<file path="config.mk">
export PLATFORM = sky130hd
export DESIGN_NAME = hazard_controller
export DESIGN_NICKNAME = d
export VERILOG_FILES = /design/src/rtl/hazard_controller.sv
export SDC_FILE = /design/constraint.sdc
export NUM_CORES = 1
export LEC_CHECK = 0
export CAP_MARGIN = 15
export CORE_AREA = 2 2 76 78
export DETAILED_ROUTE_END_ITERATION = 8
export DIE_AREA = 0 0 78 80
export PLACE_DENSITY = 0.75
export RECOVER_POWER = 100
export SLEW_MARGIN = 15
export SYNTH_ARGS = -nofsm -noshare
export SYNTH_HDL_FRONTEND = slang
export SYNTH_SLANG_ARGS = --single-unit
export TNS_END_PERCENT = 30
</file>
<file path="constraint.sdc">
create_clock -name clk -period 1.3 [get_ports clk]
set_input_delay 0.195 -clock clk [delete_from_list [all_inputs] [get_ports clk]]
set_output_delay 0.195 -clock clk [all_outputs]
set_load 0.02 [all_outputs]
</file>
<file path="src/rtl/hazard_controller.sv">
// rtl/hazard_controller.sv - stall, flush and forwarding control for the five-stage core
// Optional saturating performance counters are built when HAZARD_PERF_CNT_EN is defined.
module hazard_controller #(
  parameter int CNT_W = 32
) (
  input  logic             clk,
  input  logic             reset,
  input  logic [4:0]       Rs1D,
  input  logic [4:0]       Rs2D,
  input  logic [4:0]       Rs1E,
  input  logic [4:0]       Rs2E,
  input  logic [4:0]       RdE,
  input  logic [1:0]       ResultSrcE,
  input  logic             PCSrcE,
  input  logic [4:0]       RdM,
  input  logic             RegWriteM,
  input  logic             MemReqM,
  input  logic             MemReadyM,
  input  logic [4:0]       RdW,
  input  logic             RegWriteW,
  output logic [1:0]       ForwardAE,
  output logic [1:0]       ForwardBE,
  output logic             StallF,
  output logic             StallD,
  output logic             StallE,
  output logic             StallM,
  output logic             FlushD,
  output logic             FlushE,
  output logic             FlushW,
  output logic             MemProtoErr,
  output logic [CNT_W-1:0] StallCycles,
  output logic [CNT_W-1:0] FlushCount,
  output logic [CNT_W-1:0] MemWaitCycles
);

  typedef enum logic {
    MEM_IDLE = 1'b0,
    MEM_WAIT = 1'b1
  } mem_state_e;

  mem_state_e mem_state_q, mem_state_d;
  logic       mem_proto_err_q, mem_proto_err_d;
  logic       lw_stall;
  logic       mem_stall;

  // Memory stage result is younger than Writeback, so it wins.
  function automatic logic [1:0] fwd_sel(
    input logic [4:0] rs,
    input logic [4:0] rd_m,
    input logic       we_m,
    input logic [4:0] rd_w,
    input logic       we_w
  );
    if (we_m && (rd_m != 5'd0) && (rd_m == rs)) begin
      fwd_sel = 2'b10;
    end else if (we_w && (rd_w != 5'd0) && (rd_w == rs)) begin
      fwd_sel = 2'b01;
    end else begin
      fwd_sel = 2'b00;
    end
  endfunction

  assign lw_stall  = (ResultSrcE == 2'b01) && (RdE != 5'd0) &&
                     ((RdE == Rs1D) || (RdE == Rs2D));
  assign mem_stall = MemReqM & ~MemReadyM;

  always_ff @(posedge clk or posedge reset) begin
    if (reset) begin
      mem_state_q     <= MEM_IDLE;
      mem_proto_err_q <= 1'b0;
    end else begin
      mem_state_q     <= mem_state_d;
      mem_proto_err_q <= mem_proto_err_d;
    end
  end

  always_comb begin
    mem_state_d     = mem_state_q;
    mem_proto_err_d = mem_proto_err_q;
    case (mem_state_q)
      MEM_IDLE: begin
        if (mem_stall) begin
          mem_state_d = MEM_WAIT;
        end
      end
      MEM_WAIT: begin
        if (MemReadyM) begin
          mem_state_d = MEM_IDLE;
        end else if (!MemReqM) begin
          // Requester abandoned an access the memory had not finished.
          mem_state_d     = MEM_IDLE;
          mem_proto_err_d = 1'b1;
        end
      end
      default: mem_state_d = MEM_IDLE;
    endcase
  end

  always_comb begin
    ForwardAE = 2'b00;
    ForwardBE = 2'b00;
    StallF    = 1'b0;
    StallD    = 1'b0;
    StallE    = 1'b0;
    StallM    = 1'b0;
    FlushD    = 1'b1;
    FlushE    = 1'b1;
    FlushW    = 1'b1;
    if (!reset) begin
      ForwardAE = fwd_sel(Rs1E, RdM, RegWriteM, RdW, RegWriteW);
      ForwardBE = fwd_sel(Rs2E, RdM, RegWriteM, RdW, RegWriteW);
      StallF    = lw_stall | mem_stall;
      StallD    = lw_stall | mem_stall;
      StallE    = mem_stall;
      StallM    = mem_stall;
      FlushW    = mem_stall;
      // Pending redirects and load-use bubbles wait until memory releases the pipe.
      FlushE    = ~mem_stall & (lw_stall | PCSrcE);
      FlushD    = ~mem_stall & PCSrcE;
    end
  end

  assign MemProtoErr = mem_proto_err_q;

`ifdef HAZARD_PERF_CNT_EN
  localparam logic [CNT_W-1:0] CNT_ONE = CNT_W'(1);

  logic [CNT_W-1:0] stall_cycles_q, stall_cycles_d;
  logic [CNT_W-1:0] flush_count_q, flush_count_d;
  logic [CNT_W-1:0] mem_wait_cycles_q, mem_wait_cycles_d;

  function automatic logic [CNT_W-1:0] sat_inc(
    input logic [CNT_W-1:0] v,
    input logic             en
  );
    sat_inc = (en && (v != '1)) ? v + CNT_ONE : v;
  endfunction

  always_comb begin
    stall_cycles_d    = sat_inc(stall_cycles_q, StallF);
    flush_count_d     = sat_inc(flush_count_q, FlushD | FlushE);
    mem_wait_cycles_d = sat_inc(mem_wait_cycles_q, mem_stall);
  end

  always_ff @(posedge clk or posedge reset) begin
    if (reset) begin
      stall_cycles_q    <= '0;
      flush_count_q     <= '0;
      mem_wait_cycles_q <= '0;
    end else begin
      stall_cycles_q    <= stall_cycles_d;
      flush_count_q     <= flush_count_d;
      mem_wait_cycles_q <= mem_wait_cycles_d;
    end
  end

  assign StallCycles   = stall_cycles_q;
  assign FlushCount    = flush_count_q;
  assign MemWaitCycles = mem_wait_cycles_q;
`else
  assign StallCycles   = '0;
  assign FlushCount    = '0;
  assign MemWaitCycles = '0;
`endif

endmodule

</file>
==> results_dict.tcl <==
set metrics [dict create \
    status "finished with violations" \
    violations "setup timing" \
    critPathLaunchType "input pin" \
    fin_hold_ws_ps 301 \
    final_cell_count_no_fill 321 \
    power_switching_uw 485 \
    p_leak_nw 0.945 \
    synth_area_leaders "buf_4, xor2_1, xnor2_1, dfrtp_1, nor2_1" \
    ios 152 \
    viasPerCell 3.39 \
    gr-usage-all-layers_pct 8.34 \
    place.detailed.hpwl_um 2620 \
    cts-buffers-inserted 3 \
    ant_nets 0 \
    p_per_area_nw_per_um2 530 \
    clkLatencyLatePin_ps 210 \
    maxCapViolCount 0 \
    arrival_ps 1500 \
    synth_cell_types 25 \
    grt_busiest_layer "met2" \
    clk_path_buf_depth 2 \
    combinationalPowerShare_pct 68.2 \
    synth_seq_cells 2 \
    grtUsageMet3_pct 2.04 \
    cell_internal_pwr_uw 494 \
    drc 0 \
    synth_cells 166 \
    fin_nets 295 \
    power_frac_seq_pct 6.9 \
    grt_max_degree 7 \
    vias 1088 \
    worst_slack_ps -391 \
    die_x_um 78 \
    clock-root-buffer "clkbuf_8" \
    switching_share_pct 49.5 \
    r2r_cells 1 \
    fmaxAchievable_ghz 0.591 \
    reg2reg_slack_ps 680 \
    synth_compound_area_share_pct 3.87 \
    synth_top_cell_area_share_pct 58.3 \
    synth_top_area_cell "buf_4" \
    synthAdderAreaFrac_pct 0 \
    post-place-cells 316 \
    antenna_cells 0 \
    min_period_over_period_pct 130 \
    muxShareOfSynthArea_pct 0 \
    routed_wl_um 2920 \
    syn2layout_area_growth_pct 46.3 \
    yosys_warnings 0 \
    cts_hold_buf 0 \
    htreeDepth 1 \
    finalSetupViolCount 11 \
    min_period_ps 1690 \
    total_power_uw 979 \
    die_h_um 80 \
    final.setup_skew_ps 0.752 \
    clk_pin_slew_ps 30 \
    wl_per_cell_um 9.11 \
    fp.dieArea_sq_um 6240 \
    worstSetupPathType "in2out" \
    initial_core_util_pct 23.4 \
    port_buffers 55 \
    rows 27 \
    dr.pass1.iters 2 \
    synth_xor_area_share_pct 20.8 \
    synth_area_sq_um 1260 \
    gp_congestion 0.741 \
    grt.met1_usage_pct 7.08 \
    synth_seq_area_share_pct 3.96 \
    drv_slew 0 \
    r2r-end "MemProtoErr$_DFFE_PP0P_" \
    fin_setup_tns_ps -3030 \
    core_area_sq_um 5410 \
    grt_use_met2_pct 17.9 \
    peakVddDrop_mv 0.199 \
    grt_pass1_wl_um 4090 \
    synth_top_family_by_area "buffers and inverters" \
    grt_antenna_before_repair 0 \
    drive_gt1_share_pct 28.1 \
    avgSynthCellArea_sq_um 7.61 \
    synth_simple_gate_area_share_pct 12.2 \
    clockPowerShare_pct 25.0 \
    rsz0062_at_grt "true" \
    grt_pass1_vias 973 \
    cts_tree "yes" \
    clock_sinks 2 \
    critPathRequiredTime_ps 1110 \
    critical_path.max_fanout 2 \
    drtIter0Drc 7 \
    hold_class "in2async" \
    hold_violations 0 \
    grt_overflow 0 \
    end_kind "output pin" \
    r2r_start "MemProtoErr$_DFFE_PP0P_" \
]
-- registers in the layout, indices dropped and copies added, names as in the netlist --
register,flops
MemProtoErr,1
mem_state_q,1
-- cells in the mapped netlist (all sizes together) --
cell type  instances
xor2              16
conb               1
nor4               4
nor2               5
or3                1
inv                2
o311ai             1
xnor2             14
or4b               1
o22ai              1
nand4              2
nor3               3
a22oi              1
nand2              4
nand2b             1
dfrtp              2
and2               1
o21ai              1
nand3              2
buf               98
o311a              1
or4                2
nand3b             1
a21o               1
-- area by class of cell --
class | count | area (sq um)
flip-flops and latches | 2 | 50.0
repair buffers | 83 | 697
clock buffers | 3 | 41.3
well taps | 72 | 90.1
inverters | 2 | 7.51
fillers | 589 | 3560
multi-input cells | 159 | 961
-- worst max path at each step --
| stage | from | endpoint | slack, ps | cells after the start |
|---|---|---|---|---|
| 2_1_floorplan | RdM[1] | ForwardBE[0] | -230 | 4 |
| 3_5_place_dp | RdM[2] | ForwardBE[0] | -1220 | 6 |
| 3_3_place_gp | RdM[2] | ForwardBE[0] | -1200 | 6 |
| 5_1_grt | RdM[3] | ForwardAE[0] | -450 | 6 |
| 4_1_cts | RdM[3] | ForwardAE[0] | -400 | 6 |
| 6_report | RdM[3] | ForwardAE[0] | -390 | 6 |
-- metal layers --
layer  share of wire, %  vias up  wire (um)
met5                  0        -          0
met4                2.5        0         74
met3                 14        7        415
met2                 54       98       1590
met1                 29      476        846
li1                   -      507          -
-- cells by family after synthesis --
group	Yosys count
XOR/XNOR	30
AO/OA/AOI/OAI	6
flip-flops	2
other	1
buffers and inverters	100
AND/OR/NAND/NOR	27
-- power groups by stage --
stage	Combinational (mW)	Sequential, mW	Clock (mW)
global placement	0.661	0.0678	0
detailed placement	0.669	0.0681	0
global route	0.714	0.0680	0.267
floorplan	0.615	0.0701	0
finish	0.667	0.0673	0.244
CTS	0.657	0.0674	0.253
-- per-stage QoR --
stage	instance area, sq um	setup slack [ps]	util, %
floorplan	1700	-234	-
global placement	1790	-1200	33.1
detailed placement	1790	-1220	33.1
CTS	1830	-398	33.9
global route	1850	-451	34.2
finish	1850	-391	34.2
-- repair_timing --
item	CTS	global route
setup endpoints to repair	12	11
gates resized for setup	130	6
pin swaps	19	3
hold endpoints to repair	0	0
setup buffers	2	0
-- critical path: stages --
cell     delay, ps
buf_6           90
or4_4          540
o21ai_4        180
nor3_4          60
nor4_4         250
buf_4          180
-- cells in the final DEF, fill, tap and decap left out, drive strengths merged --
cell and instances:
nor2 5, or4 2, nand2b 1, o311a 1
clkdlybuf4s50 9, nand3 2, nand3b 1, nand2 4
nor4 4, o22ai 1, clkdlybuf4s15 3, or4b 1
and2 1, o21ai 1, o311ai 1, a21o 1
inv 2, clkbuf 4, or3 1, dlygate4sd2 24
buf 45, a22oi 1, dlygate4sd3 1, conb 96
dfrtp 2, nor3 3, nand4 2, xnor2 14
xor2 16
Power figures use the tool's default switching activity.
